===== src/rtl/axis_frame_gen_pkg.sv =====
// Shared types and constants for the AXI-Stream frame generator: FSM states,
// LFSR polynomial/seed, and the last-beat tkeep helper.
package axis_frame_gen_pkg;

  typedef enum logic [1:0] {
    ST_IDLE,
    ST_SEND,
    ST_GAP
  } state_t;

  // Galois right-shift form of x^32 + x^22 + x^2 + x + 1.
  localparam logic [31:0] LFSR_POLY = 32'h8020_0003;
  localparam logic [31:0] LFSR_SEED = 32'hFFFF_FFFF;

  localparam int unsigned MAX_KEEP_WIDTH = 128;

  // Low 'rem' bits set; a zero remainder means the last beat is full.
  function automatic logic [MAX_KEEP_WIDTH-1:0] last_keep(input int unsigned rem,
                                                          input int unsigned keep_width);
    logic [MAX_KEEP_WIDTH-1:0] mask;
    int unsigned               nbytes;
    nbytes = (rem == 0) ? keep_width : rem;
    mask   = '0;
    for (int unsigned i = 0; i < MAX_KEEP_WIDTH; i++) begin
      mask[i] = (i < nbytes);
    end
    return mask;
  endfunction

endpackage


===== src/rtl/axis_frame_gen_lfsr.sv =====
// 32-bit Galois LFSR payload source; reloads the seed on 'load' and steps
// once per 'advance'. next_value exposes the step result for look-ahead.
module axis_frame_gen_lfsr
  import axis_frame_gen_pkg::*;
(
  input  logic        clk,
  input  logic        rst_n,
  input  logic        load,
  input  logic        advance,
  output logic [31:0] value,
  output logic [31:0] next_value
);

  assign next_value = {1'b0, value[31:1]} ^ (value[0] ? LFSR_POLY : 32'h0);

  // NOTE: clocked state is written with non-blocking assignments only.
  always_ff @(posedge clk or negedge rst_n) begin
    if (!rst_n) begin
      value <= LFSR_SEED;
    end else if (load) begin
      value <= LFSR_SEED;
    end else if (advance) begin
      value <= next_value;
    end
  end

endmodule


===== src/rtl/axis_frame_gen.sv =====
// AXI-Stream frame generator: programmable frame length/count, inter-frame gap,
// backpressure-safe registered outputs. Define AXIS_FRAME_GEN_PRBS_EN for LFSR payload.
module axis_frame_gen
  import axis_frame_gen_pkg::*;
#(
  parameter int DATA_WIDTH = 64,
  parameter int KEEP_WIDTH = DATA_WIDTH / 8,
  parameter int LEN_WIDTH  = 16,
  parameter int IFG_CYCLES = 2
) (
  input  logic                  m_axis_aclk,
  input  logic                  m_axis_aresetn,
  input  logic                  start,
  input  logic                  stop,
  input  logic [LEN_WIDTH-1:0]  frame_len,
  input  logic [15:0]           frame_count,
  output logic                  m_axis_tvalid,
  input  logic                  m_axis_tready,
  output logic [DATA_WIDTH-1:0] m_axis_tdata,
  output logic [KEEP_WIDTH-1:0] m_axis_tkeep,
  output logic                  m_axis_tlast,
  output logic                  busy,
  output logic                  done,
  output logic [31:0]           frames_sent
);

  localparam logic [LEN_WIDTH-1:0] BEAT_BYTES   = LEN_WIDTH'(KEEP_WIDTH);
  localparam logic [LEN_WIDTH:0]   BEAT_BYTES_W = (LEN_WIDTH + 1)'(KEEP_WIDTH);
  localparam logic [7:0]           IFG_LAST     = (IFG_CYCLES > 0) ? 8'(IFG_CYCLES - 1) : 8'd0;

  state_t               state;
  logic [LEN_WIDTH-1:0] len_q;
  logic [LEN_WIDTH-1:0] byte_base;
  logic [15:0]          frames_left;
  logic [7:0]           ifg_cnt;

  logic                  start_ok;
  logic                  beat_accept;
  logic                  last_accept;
  logic                  more_frames;
  logic                  gap_exit;
  logic                  load_beat;
  logic [LEN_WIDTH-1:0]  len_sel;
  logic [LEN_WIDTH-1:0]  base_sel;
  logic [LEN_WIDTH:0]    bytes_left;
  logic                  nxt_last;
  int unsigned           last_rem;
  logic [MAX_KEEP_WIDTH-1:0] keep_full;
  logic [KEEP_WIDTH-1:0] nxt_keep;
  logic [DATA_WIDTH-1:0] nxt_data;

`ifdef AXIS_FRAME_GEN_PRBS_EN
  logic [31:0] lfsr_q;
  logic [31:0] lfsr_next;
  logic [31:0] prbs_word;

  axis_frame_gen_lfsr u_lfsr (
    .clk        (m_axis_aclk),
    .rst_n      (m_axis_aresetn),
    .load       (start_ok),
    .advance    (beat_accept),
    .value      (lfsr_q),
    .next_value (lfsr_next)
  );

  // The beat being registered must carry the LFSR value it will hold once live.
  always_comb begin
    prbs_word = lfsr_q;
    if (start_ok)         prbs_word = LFSR_SEED;
    else if (beat_accept) prbs_word = lfsr_next;
  end
`endif

  // NOTE: every signal gets a value before any branch, so no latches are inferred.
  always_comb begin
    start_ok    = (state == ST_IDLE) && start && (frame_len != '0) && (frame_count != '0);
    beat_accept = m_axis_tvalid && m_axis_tready;
    last_accept = (state == ST_SEND) && beat_accept && m_axis_tlast;
    more_frames = (frames_left != 16'd1) && !stop;
    gap_exit    = (state == ST_GAP) && !stop && (ifg_cnt == 8'd0);
    load_beat   = start_ok || gap_exit ||
                  ((state == ST_SEND) && beat_accept &&
                   (!m_axis_tlast || (more_frames && (IFG_CYCLES == 0))));

    // Next beat starts at the following byte offset, or at 0 for a new frame.
    len_sel    = start_ok ? frame_len : len_q;
    base_sel   = ((state == ST_SEND) && !m_axis_tlast) ? byte_base + BEAT_BYTES : '0;
    bytes_left = {1'b0, len_sel} - {1'b0, base_sel};
    nxt_last   = (bytes_left <= BEAT_BYTES_W);
    last_rem   = (nxt_last && (bytes_left != BEAT_BYTES_W)) ? 32'(bytes_left) : 32'd0;
    keep_full  = last_keep(last_rem, KEEP_WIDTH);
    nxt_keep   = keep_full[KEEP_WIDTH-1:0];

    nxt_data = '0;
    for (int j = 0; j < KEEP_WIDTH; j++) begin
      if (nxt_keep[j]) begin
`ifdef AXIS_FRAME_GEN_PRBS_EN
        nxt_data[8*j +: 8] = prbs_word[8*(j%4) +: 8];
`else
        nxt_data[8*j +: 8] = base_sel[7:0] + 8'(j);
`endif
      end
    end
  end

  always_ff @(posedge m_axis_aclk or negedge m_axis_aresetn) begin
    if (!m_axis_aresetn) begin
      state         <= ST_IDLE;
      busy          <= 1'b0;
      done          <= 1'b0;
      frames_sent   <= '0;
      len_q         <= '0;
      frames_left   <= '0;
      ifg_cnt       <= '0;
      byte_base     <= '0;
      m_axis_tvalid <= 1'b0;
      m_axis_tdata  <= '0;
      m_axis_tkeep  <= '0;
      m_axis_tlast  <= 1'b0;
    end else begin
      done <= 1'b0;

      case (state)
        ST_IDLE: begin
          if (start_ok) begin
            state       <= ST_SEND;
            busy        <= 1'b1;
            len_q       <= frame_len;
            frames_left <= frame_count;
            frames_sent <= '0;
          end
        end
        ST_SEND: begin
          if (last_accept) begin
            frames_sent <= frames_sent + 32'd1;
            frames_left <= frames_left - 16'd1;
            if (!more_frames) begin
              state <= ST_IDLE;
              busy  <= 1'b0;
              done  <= 1'b1;
            end else if (IFG_CYCLES != 0) begin
              state   <= ST_GAP;
              ifg_cnt <= IFG_LAST;
            end
          end
        end
        ST_GAP: begin
          if (stop) begin
            state <= ST_IDLE;
            busy  <= 1'b0;
            done  <= 1'b1;
          end else if (ifg_cnt == 8'd0) begin
            state <= ST_SEND;
          end else begin
            ifg_cnt <= ifg_cnt - 8'd1;
          end
        end
        default: state <= ST_IDLE;
      endcase

      // Output beat only changes on load or when the final beat is taken.
      if (load_beat) begin
        m_axis_tvalid <= 1'b1;
        m_axis_tdata  <= nxt_data;
        m_axis_tkeep  <= nxt_keep;
        m_axis_tlast  <= nxt_last;
        byte_base     <= base_sel;
      end else if (beat_accept) begin
        m_axis_tvalid <= 1'b0;
        m_axis_tdata  <= '0;
        m_axis_tkeep  <= '0;
        m_axis_tlast  <= 1'b0;
      end
    end
  end

endmodule


===== config.mk =====
export PLATFORM = sky130hd
export DESIGN_NAME = axis_frame_gen
export DESIGN_NICKNAME = d
export VERILOG_FILES = /design/src/rtl/axis_frame_gen_pkg.sv /design/src/rtl/axis_frame_gen_lfsr.sv /design/src/rtl/axis_frame_gen.sv
export SDC_FILE = /design/constraint.sdc
export NUM_CORES = 1
export LEC_CHECK = 0
export BUFFER_PORTS_ARGS = -buffer_cell sky130_fd_sc_hd__buf_2
export CAP_MARGIN = 20
export CORE_ASPECT_RATIO = 0.9
export CORE_MARGIN = 3
export CORE_UTILIZATION = 25
export CTS_BUF_LIST = sky130_fd_sc_hd__clkbuf_16
export DETAILED_ROUTE_END_ITERATION = 10
export GPL_ROUTABILITY_DRIVEN = 0
export PLACE_DENSITY_LB_ADDON = 0.12
export SETUP_SLACK_MARGIN = 0.1
export SLEW_MARGIN = 20
export SYNTH_ARGS = -nofsm -noshare
export SYNTH_HDL_FRONTEND = slang
export SYNTH_SLANG_ARGS = --single-unit
export TNS_END_PERCENT = 50

===== constraint.sdc =====
create_clock -name m_axis_aclk -period 4 [get_ports m_axis_aclk]
set_input_delay 0.4 -clock m_axis_aclk [delete_from_list [all_inputs] [get_ports m_axis_aclk]]
set_output_delay 0.4 -clock m_axis_aclk [all_outputs]
set_load 0.02 [all_outputs]

==> results.yml <==
cells_and_area:
  design_area_um2: 13300
  syn_to_final_growth_pct: 35.79
  final_cell_count_no_fill: 1833
  drive_above_1_share_pct: 33.03
  layout_commonest_cell: "dfrtp_1"
  antenna_cells: 0
  fin_nets: 1368
  final_cell_mix: "dfrtp_1 (166), nand2_1 (141), buf_2 (141), buf_4 (105), nor2_1 (74)"
die:
  initial_core_util_pct: 25.41
  die_h_um: 193.8
  die-area_um2: 41580
  core.rowCount: 68
  die_w_um: 214.6
  ios: 145
  coreArea_um2: 38540
clock_network:
  cts_made_buffers: 17
  cts_root_buf: "clkbuf_16"
  cts_max_path_buffers: 2
  worstSkewPairLatency_ns: 0.46
  cts_htree_levels: 4
  cts_sinks: 166
  cts.clk_slew.worst_paths_ns: 0.07
  tritoncts: "done"
route:
  antenna_left: 0
  drt-total-wl_mm: 34.19
  drtPass1Iterations: 5
  wl_per_cell_um: 18.65
  drc: 0
  avgViaCountPerCell: 4.801
  vias: 8800
  drt_iter0_markers: 537
worst_setup_path:
  crit_path_start_kind: "primary input"
  crit_slowest_cell: "nor4_4"
  crit_cells: 19
  worstPathCellList: "buf_8 > nor4_4 > buf_4 > nand4_1 > nand4_1 > buf_12 > buf_12 > buf_6 > mux2_4 > ha_4 > buf_6 > a31oi_4 > a21oi_4 > o311ai_4 > nand4_4 > nor4_4 > buf_6 > clkbuf_16 > o31ai_4"
  worst_r2r_path_depth: 17
  path_buf_inv: 8
  slowest_delay_ns: 0.34
  cp-end-kind: "flip-flop"
  cp.required_ns: 4.32
  path_class: "primary input to flip-flop"
  cp_common_cell: "buf_6"
  crit_family: "simple AND/OR/NAND/NOR gates"
  arrival_ns: 4.16
  path_max_fanout: 7
status:
  status: "finished, final reports clean"
global_route:
  grt_pass1_wl_mm: 51.26
  use_met3_pct: 3.463
  grt.overflow.total: 0
  grt_max_degree: 100
  first_global_vias: 8495
  grt_use_total_pct: 15.66
  groute.layer.met2.usage_pct: 23.99
  top_usage_layer: "met2"
  use_met1_pct: 22.80
  antenna_found_initial: 0
sta:
  hold_viol_final: 0
  fin_crit_sh_pct: 95.91
  worst_pin_slew_ns: 0.9123
  min_period_ns: 3.836
  relSlewSlack_pct: 39.18
  slew_viol_final: 0
  finClkSkew_ns: 0.01701
  setup_viol: 0
  rsz0062_at_grt: "true"
  fmax_mhz: 260.7
synthesis:
  ys.warnings.count: 0
  synth_top_area_cell: "dfrtp_1"
  yosys-top-cells-area: "dfrtp_1 (42%), nand2_1 (5.4%), xnor2_1 (5.0%)"
  synth_edf_count: 0
  synth_nets: 1134
  syn_area_um2: 9792
  syn_avg_cell_area_um2: 9.229
  synth_top_cell_area_share_pct: 42.42
  yosys_most_used_dff: "dfrtp_1"
  synth-async-reset-ratio_pct: 100.0
  ys_types: 76
  synth-seq-cells: 166
  synth_cells: 1061
  ys_seq_area_share_pct: 42.42
placed_design:
  dp_hpwl_mm: 23.49
  portBuffers: 144
  place_area_um2: 11950
  dp.cells: 1782
run:
  drv_cap: 0
pwr:
  p_leak_nw: 6.040
  vdd_drop_max_mv: 0.2248
  power_density_nw_per_um2: 264.6
min_path:
  hold_path.class: "primary input to asynchronous set/reset pin"
per-stage QoR:
stage                     utilization (%)  total power [mW]  TNS [ns]  setup slack, ns  hold slack, ns
after floorplan                         -             1.714         0           0.1038          0.1044
after global placement              31.01             1.806    -32.22          -0.5543          0.4624
after detailed placement            31.01             1.805    -29.91          -0.5210          0.4665
after CTS                           32.65             3.586         0           0.1300          0.1155
after global routing                34.50             3.653         0          0.03019         0.08762
final                               34.50             3.518         0           0.1637        0.005943
logic make-up (layout without fill, tap and decap cells):
family	count (synthesis)	count (layout)	share of synthesized area (%)
simple gates	375	375	18.69
mux	42	42	4.715
compound gates	274	274	18.62
buf+inv	90	337	3.897
fa+ha+maj	36	36	4.677
flops	166	166	42.42
xor+xnor	78	78	6.977
what timing repair did:
| item | 4_1_cts | 5_1_grt |
|---|---|---|
| resized for setup | 3 | 94 |
| setup buffers | 1 | 13 |
| cloned | 0 | 5 |
| setup endpoints to repair | 63 | 64 |
| hold buffers | 0 | 0 |
| endpoints found under the hold margin | 0 | 0 |
| pin swaps | 2 | 34 |
state kept, by name (all words and copies together) (netlist names):
signal         cells
m_axis_tkeep       8
frames_sent       32
byte_base         16
frames_left       16
m_axis_tdata      64
m_axis_tvalid      1
m_axis_tlast       1
busy               1
len_q             16
done               1
ifg_cnt            8
state              2
final timing paths:
path	start	end	slack (ns)
max	frame_len[9]	m_axis_tdata[13]$_DFFE_PN0P_	0.16
min	m_axis_aresetn	frames_left[9]$_DFFE_PN0P_	0.006
max reg2reg	state[0]$_DFFE_PN0P_	m_axis_tdata[13]$_DFFE_PN0P_	0.21
min reg2reg	m_axis_tdata[2]$_DFFE_PN0P_	m_axis_tdata[2]$_DFFE_PN0P_	0.48
max in group asynchronous	m_axis_aresetn	frames_sent[20]$_DFFE_PN0P_	2.98
min in group m_axis_aclk	frame_len[9]	len_q[9]$_DFFE_PN0N_	0.19
power breakdown:
part / total, mW / internal, mW / switching [mW]
registers: 1.68 / 1.68 / 0
clock network: 1.74 / 0.937 / 0.806
logic: 0.0979 / 0.0377 / 0.0602
total: 3.52 / 2.65 / 0.866
layout make-up:
| type | count | area, um^2 |
|---|---|---|
| multi-input combinational | 805 | 5841 |
| fill | 3975 | 25250 |
| timing repair buffer | 271 | 1924 |
| tap | 525 | 656.9 |
| sequential | 166 | 4154 |
| clock buffer | 17 | 425.4 |
| inverter | 34 | 127.6 |
| clock inverter | 15 | 167.7 |
synthesized netlist by cell type (16+ instances only):
cell and n:
inv_1 31, o31ai_1 29, a21oi_1 60, clkbuf_1 38, xor2_1 22, xnor2_1 56, a32oi_1 16, nor2_1 75
nand3_1 29, nor3_1 28, nand2_1 141, nor4_1 21, mux2_2 33, ha_1 35, dfrtp_1 166, nand4_1 18
o21ai_1 19, o21ai_0 56
routing by layer:
metal / routed length [um] / vias to the layer above
met5: 0 / -
li1: - / 4310
met4: 357 / 0
met3: 1223 / 24
met2: 15380 / 155
met1: 17220 / 4311
Note: power is estimated with default switching activity, not from simulation.
